$ cat src/rtl/accum_pkg.sv
// rtl/accum_pkg.sv - shared lane width, FSM states and config field helpers
package accum_pkg;

  localparam int LANE_WIDTH = 32;
  localparam int CFG_HALF   = 16;

  typedef enum logic [1:0] {
    IDLE  = 2'd0,
    ACCUM = 2'd1,
    DRAIN = 2'd2,
    DONE  = 2'd3
  } state_e;

  function automatic logic [CFG_HALF-1:0] cfg_pixels_m1(input logic [2*CFG_HALF-1:0] cfg);
    return cfg[CFG_HALF-1:0];
  endfunction

  function automatic logic [CFG_HALF-1:0] cfg_passes_m1(input logic [2*CFG_HALF-1:0] cfg);
    return cfg[2*CFG_HALF-1:CFG_HALF];
  endfunction

endpackage

$ cat src/rtl/accum_rmw_pipe.sv
// rtl/accum_rmw_pipe.sv - stage-1 register, per-lane wrapping adders and write-after-write forwarding
module accum_rmw_pipe
  import accum_pkg::*;
#(
  parameter int OC0    = 4,
  parameter int ADDR_W = 32
) (
  input  logic                      clk,
  input  logic                      rst_n,
  input  logic                      in_vld,
  input  logic                      in_first,
  input  logic [ADDR_W-1:0]         in_addr,
  input  logic [LANE_WIDTH*OC0-1:0] in_psum,
  input  logic [LANE_WIDTH*OC0-1:0] rdata,
  output logic                      wen,
  output logic [ADDR_W-1:0]         waddr,
  output logic [LANE_WIDTH*OC0-1:0] wdata
);

  localparam int DW = LANE_WIDTH * OC0;

  logic              vld_q, vld_d;
  logic              first_q, first_d;
  logic [ADDR_W-1:0] addr_q, addr_d;
  logic [DW-1:0]     psum_q, psum_d;
  logic              prev_vld_q, prev_vld_d;
  logic [ADDR_W-1:0] prev_addr_q, prev_addr_d;
  logic [DW-1:0]     prev_wdata_q, prev_wdata_d;
  logic [DW-1:0]     addend;
  logic              fwd;

  // Idle cycles load zeros so wdata reads 0 whenever wen is low.
  always_comb begin
    vld_d        = in_vld;
    first_d      = in_vld & in_first;
    addr_d       = in_vld ? in_addr : '0;
    psum_d       = in_vld ? in_psum : '0;
    prev_vld_d   = vld_q;
    prev_addr_d  = addr_q;
    prev_wdata_d = wdata;
  end

  always_ff @(posedge clk or negedge rst_n) begin
    if (!rst_n) begin
      vld_q        <= 1'b0;
      first_q      <= 1'b0;
      addr_q       <= '0;
      psum_q       <= '0;
      prev_vld_q   <= 1'b0;
      prev_addr_q  <= '0;
      prev_wdata_q <= '0;
    end else begin
      vld_q        <= vld_d;
      first_q      <= first_d;
      addr_q       <= addr_d;
      psum_q       <= psum_d;
      prev_vld_q   <= prev_vld_d;
      prev_addr_q  <= prev_addr_d;
      prev_wdata_q <= prev_wdata_d;
    end
  end

  // The buffer read issued alongside last cycle's write to the same word returns stale data.
  assign fwd = prev_vld_q && (prev_addr_q == addr_q);

  always_comb begin
    addend = '0;
    wdata  = '0;
    if (vld_q && !first_q) begin
      addend = fwd ? prev_wdata_q : rdata;
    end
    for (int k = 0; k < OC0; k++) begin
      wdata[k*LANE_WIDTH +: LANE_WIDTH] = psum_q[k*LANE_WIDTH +: LANE_WIDTH]
                                        + addend[k*LANE_WIDTH +: LANE_WIDTH];
    end
  end

  assign wen   = vld_q;
  assign waddr = addr_q;

endmodule

$ cat src/rtl/accum_writeback_controller.sv
// rtl/accum_writeback_controller.sv - read-modify-write accumulation of MAC partial sums into the accum write bank
module accum_writeback_controller
  import accum_pkg::*;
#(
  parameter int OC0             = 4,
  parameter int CONFIG_WIDTH    = 32,
  parameter int BANK_ADDR_WIDTH = 32
) (
  input  logic                       clk,
  input  logic                       rst_n,
  input  logic                       config_enable,
  input  logic [CONFIG_WIDTH-1:0]    config_data,
  input  logic                       psum_vld,
  input  logic [32*OC0-1:0]          psum_dat,
  output logic                       psum_rdy,
  output logic                       ren,
  output logic [BANK_ADDR_WIDTH-1:0] raddr_accum,
  input  logic [32*OC0-1:0]          rdata_accum,
  output logic                       wen,
  output logic [BANK_ADDR_WIDTH-1:0] waddr,
  output logic [32*OC0-1:0]          wdata,
  output logic                       ready_to_switch,
  input  logic                       start_new_write_bank
);

  state_e              state_q, state_d;
  logic [CFG_HALF-1:0] pix_m1_q, pix_m1_d;
  logic [CFG_HALF-1:0] pass_m1_q, pass_m1_d;
  logic [CFG_HALF-1:0] pixel_q, pixel_d;
  logic [CFG_HALF-1:0] pass_q, pass_d;
  logic                accept;
  logic                last_pixel;
  logic                last_pass;
  logic [BANK_ADDR_WIDTH-1:0] addr;

  assign psum_rdy        = (state_q == ACCUM);
  assign accept          = psum_vld & psum_rdy;
  assign last_pixel      = (pixel_q == pix_m1_q);
  assign last_pass       = (pass_q == pass_m1_q);
  assign addr            = BANK_ADDR_WIDTH'(pixel_q);
  assign ren             = accept && (pass_q != '0);
  assign raddr_accum     = addr;
  assign ready_to_switch = (state_q == DONE);

  always_comb begin
    state_d   = state_q;
    pix_m1_d  = pix_m1_q;
    pass_m1_d = pass_m1_q;
    pixel_d   = pixel_q;
    pass_d    = pass_q;
    case (state_q)
      IDLE: begin
        if (config_enable) begin
          pix_m1_d  = cfg_pixels_m1(config_data);
          pass_m1_d = cfg_passes_m1(config_data);
          pixel_d   = '0;
          pass_d    = '0;
          state_d   = ACCUM;
        end
      end
      ACCUM: begin
        if (accept) begin
          if (last_pixel) begin
            pixel_d = '0;
            if (last_pass) begin
              state_d = DRAIN;
            end else begin
              pass_d = pass_q + 1'b1;
            end
          end else begin
            pixel_d = pixel_q + 1'b1;
          end
        end
      end
      DRAIN: begin
        state_d = DONE;
      end
      DONE: begin
        if (config_enable) begin
          pix_m1_d  = cfg_pixels_m1(config_data);
          pass_m1_d = cfg_passes_m1(config_data);
        end
        if (start_new_write_bank) begin
          pixel_d = '0;
          pass_d  = '0;
          state_d = ACCUM;
        end
      end
      default: begin
        state_d = IDLE;
      end
    endcase
  end

  always_ff @(posedge clk or negedge rst_n) begin
    if (!rst_n) begin
      state_q   <= IDLE;
      pix_m1_q  <= '0;
      pass_m1_q <= '0;
      pixel_q   <= '0;
      pass_q    <= '0;
    end else begin
      state_q   <= state_d;
      pix_m1_q  <= pix_m1_d;
      pass_m1_q <= pass_m1_d;
      pixel_q   <= pixel_d;
      pass_q    <= pass_d;
    end
  end

  accum_rmw_pipe #(
    .OC0    (OC0),
    .ADDR_W (BANK_ADDR_WIDTH)
  ) u_rmw_pipe (
    .clk      (clk),
    .rst_n    (rst_n),
    .in_vld   (accept),
    .in_first (pass_q == '0),
    .in_addr  (addr),
    .in_psum  (psum_dat),
    .rdata    (rdata_accum),
    .wen      (wen),
    .waddr    (waddr),
    .wdata    (wdata)
  );

endmodule
$ cat config.mk
export PLATFORM = sky130hd
export DESIGN_NAME = accum_writeback_controller
export DESIGN_NICKNAME = d
export VERILOG_FILES = /design/src/rtl/accum_pkg.sv /design/src/rtl/accum_rmw_pipe.sv /design/src/rtl/accum_writeback_controller.sv
export SDC_FILE = /design/constraint.sdc
export NUM_CORES = 1
export LEC_CHECK = 0
export BUFFER_PORTS_ARGS = -buffer_cell sky130_fd_sc_hd__buf_4
export CAP_MARGIN = 30
export CORE_UTILIZATION = 45
export DETAILED_ROUTE_END_ITERATION = 6
export GPL_TIMING_DRIVEN = 0
export HOLD_SLACK_MARGIN = 0.06
export PLACE_DENSITY = 0.8
export SETUP_SLACK_MARGIN = 0.1
export SLEW_MARGIN = 20
export SYNTH_ARGS = -nofsm -noshare
export SYNTH_HDL_FRONTEND = slang
export SYNTH_SLANG_ARGS = --single-unit
$ cat constraint.sdc
create_clock -name clk -period 8 [get_ports clk]
set_input_delay 0.4 -clock clk [delete_from_list [all_inputs] [get_ports clk]]
set_output_delay 0.4 -clock clk [all_outputs]
set_load 0.05 [all_outputs]
==> impl_results.md <==
- Initial antenna violation count: 4
- Clock transition at path regs: approximately 60 ps
- Maximum level of the CTS H-tree: 2
- Setup skew after layout: 24.0 ps
- Switching power share of the total: around two fifths
- Number of maximum-capacitance violations: 0
- Detailed-route wire length: 65300 µm
- Max rail drop VDD: between 0.0002 and 0.0003 V
- Drt via density: 5.53
- Kind of end point of the critical path: primary output
- Logic pwr share: between 40% and 50%
- EDFF count, synth: 0
- Global-route usage over all layers: 28.5%
- Area overhead of the layout relative to synthesis: 33.1%
- Kind of start point of the critical path: flip-flop
- Post-CTS Resized: 0
- Insertion delay to the later sink of the worst-skew pair: around 580 ps
- Required time at the endpoint of the critical path: 7600 ps
- Sequential group share of total power: roughly 30%
- Worst hold margin: 79.4 ps
- Layout cell share with drive strength beyond 1: approximately 22%
- Routability congestion estimate from global placement: about 0.95
- Global routing met3 resource utilization: ~6.4%
- Placement Cell Area: 24300 µm²
- Core area: around 43000 µm²
- Data arrival time of the critical path: 6830 ps
- Post-route cell area: 26600 µm²
- Overall via count from detail_route: 18400
- Floorplan row count: 76
- Number of global-route vias before repair: ~18000
- Horizontal die dimension: 213 µm
- Met2 layer usage reported by global route: 47.3%
- Synthesis warning total: 0
- Leakage dissipation: 14.5 nW
- Post-synthesis register bit count: 357
- Commonest non-fill, non-tap cell in the layout: buf_4
- Clock buffers created by TritonCTS: 41
- Worst relative slew slack: 44.4%
- Unrepaired setup endpoints after global routing: no
- Power density relative to cell area: 293 nW/µm²
- Global route total overflow: 0
- Post-CTS repair timing setup buffer count: 0
- Placed Cells incl. Taps: ~3200
- Hold WC Path Type: primary input to flip-flop
- Synthesized area: ~20000 µm²
- IO Pins: between 400 and 500
- Port Buffers: 456
- Average wire per standard cell: 19.7 µm
- Seq/Total Area, Yosys: ~45%
- Final hold viol count: 0
- TritonCTS clock tree: yes
- Switching power total: 3.25 mW
- Crit-path slowest cell: clkbuf_1
- Final non-filler cell total: approximately 3300
- Fraction of synthesis flops using an asynchronous set or reset pin: 100%
- Synthesized instance count: 2090
- Dominant cells by area after synthesis: dfrtp_1 45%, ha_1 8.3%, nand2_1 6.1%
- Clk Tree Root Cell: clkbuf_16
- Fraction of post-synthesis cell area in the top cell type by area: 44.8%
- Number of clock sinks seen by CTS: 357
- Total number of nets in the final design: 3129
- First-pass GRT wire length: between 90000 and 100000 µm
- Max stage delay on crit path: 630 ps
- Finish-stage setup viols: 0
- Status: complete, no violations
- Maximum net fanout on the critical path: 10
- Total negative slack: 0 ps
- Initial core utilization: 46.0%
- Final HPWL from detailed placement: 49100 µm
- Clock Power Share: 26.1%
- Post-route minimum period: approximately 7200 ps
- F_max: around 140 MHz
- Commonest non-fill, non-tap cells in the layout: 487 x buf_4, 357 x dfrtp_1, 325 x nand2_1
- Setup Crit Path Kind: flip-flop to primary output
- Internal power: 4.52 mW
- Slew @ Worst Pin: ~830 ps
- Overall die area: 45200 µm²
- Slew Viols, Final: 0
- Average size of a mapped cell: ~9.5 µm²
- Post-route core utilization: 61.2%
- Vertical extent of the die: 213 µm
- Final worst-path cycle share: 90.4%
- Initial DRT Pass Iterations: 7
- Drc violations: 0
- Most crowded layer after global routing: met2
- Pin count of the biggest net entering global routing: 100
- Buffer depth of the longest clock path: 3
- Netlist cell types: 73
- Cells traversed along the worst timing path: xor2_1 > nor4_1 > nand2_1 > nor4_1 > clkbuf_1 > clkbuf_1 > nand2_1 > a21oi_1 > ha_1 > a21o_1 > a21o_1 > a2111oi_0 > o21ai_1 > a311o_1 > a31oi_1 > o21ai_1 > a21oi_1 > xnor2_1 > buf_4
- Leading register cell type out of synthesis: dfrtp_1
- Biggest area consumer among synthesized cells: dfrtp_1
- GRT met1 Usage: approximately 36%
- Antenna-violating nets left: 0
- DR iter-0 viols: 1550
[stage by stage]
stage	power [mW]	setup WS, ps
6_report	7.77	766
5_1_grt	8.11	207
4_1_cts	7.74	584
3_5_place_dp	5.67	1240
3_3_place_gp	5.57	1130
2_1_floorplan	4.57	2070
[routing by layer]
layer  wire length [µm]  share of wire [%]  up-vias
met5                 23              0.035        -
met4               2590                4.0        4
met3               5490                8.4      159
met2              31400                 48      779
met1              25900                 40     8896
li1                   -                  -     8518
[what timing repair did]
action / CTS / global route
endpoints found under the hold margin: 161 / 0
hold buffers: 74 / 0
endpoints found under the setup margin: 0 / 0
[area by class of cell]
cell class / count / area, µm²
sequential: 357 / 8930
clock buffer: 58 / 1160
fill: 3572 / 16800
tap: 585 / 732
multi-input combinational: 1599 / 10400
inverter: 38 / 143
timing repair buffer: 536 / 4300
clock inverter: 15 / 287
buffer: 127 / 613
antenna: 2 / 5.00
[final timing paths]
check                                startpoint                          end  slack, ps  cells past startpoint
min in group asynchronous                 rst_n                 pix_m1_q[11]        410                      2
max in group asynchronous                 rst_n        u_rmw_pipe.psum_q[81]       6210                      4
max reg2reg                 u_rmw_pipe.waddr[9]  u_rmw_pipe.prev_wdata_q[29]       1880                     20
min reg2reg                u_rmw_pipe.waddr[14]   u_rmw_pipe.prev_addr_q[14]        420                      0
min                              config_data[4]                  pix_m1_q[4]         80                      2
max                         u_rmw_pipe.waddr[9]                   wdata[127]        770                     19
[critical path, delay by kind of cell (launching register included)]
family	cells	cell delay, ps
xor gates and xnor gates	2	340
and+or+nand+nor	4	1010
buffers and inverters	3	1470
adders and majority gates	1	280
DFF	1	410
AOI/OAI and AO/OA	9	2730
[cell usage after synthesis (5+ instances only)]
| master | number |
|---|---|
| o211ai_1 | 8 |
| o21ai_1 | 21 |
| buf_4 | 32 |
| mux2_2 | 34 |
| a21oi_1 | 239 |
| nand2_1 | 325 |
| o21ai_0 | 40 |
| inv_1 | 37 |
| o2111ai_1 | 7 |
| nand3_1 | 26 |
| o21bai_1 | 17 |
| nand3b_1 | 5 |
| nor2b_1 | 16 |
| or3_1 | 7 |
| and2_1 | 6 |
| a31oi_1 | 10 |
| nor3_1 | 15 |
| xnor2_1 | 91 |
| and3_1 | 163 |
| ha_1 | 132 |
| xor2_1 | 87 |
| a21o_1 | 80 |
| a221oi_1 | 6 |
| a211oi_1 | 12 |
| buf_1 | 5 |
| nor4_1 | 12 |
| nand2b_1 | 16 |
| clkbuf_1 | 88 |
| dfrtp_1 | 357 |
| o31ai_1 | 5 |
| nand4_1 | 18 |
| o21a_1 | 15 |
| nor2_1 | 81 |
[state kept, by name (all words and copies together) (netlist names)]
| signal | count |
|---|---|
| state_q | 2 |
| u_rmw_pipe.psum_q | 128 |
| pix_m1_q | 16 |
| pass_m1_q | 16 |
| u_rmw_pipe.wen | 1 |
| pixel_q | 16 |
| u_rmw_pipe.prev_vld_q | 1 |
| u_rmw_pipe.prev_wdata_q | 128 |
| u_rmw_pipe.waddr | 16 |
| u_rmw_pipe.prev_addr_q | 16 |
| pass_q | 16 |
| u_rmw_pipe.first_q | 1 |
[power groups by stage]
stage / combinational (mW) / clock (mW) / sequential, mW
2_1_floorplan: 2.18 / 0 / 2.39
3_3_place_gp: 3.17 / 0 / 2.41
3_5_place_dp: 3.25 / 0 / 2.42
4_1_cts: 3.29 / 2.06 / 2.39
5_1_grt: 3.55 / 2.13 / 2.43
6_report: 3.34 / 2.03 / 2.40
[cells by family (layout without fill, tap and decap cells)]
logic type	after synthesis	after routing	share of synthesized area, %
other	1	34	0.0188
adders and majority gates	136	136	8.68
muxes	35	35	1.97
AOI/OAI and AO/OA	506	506	15.7
DFF	357	357	44.8
buffers and inverters	165	774	3.78
xor gates and xnor gates	178	178	7.81
and+or+nand+nor	712	712	17.3
(Power assumes the default switching activity.)
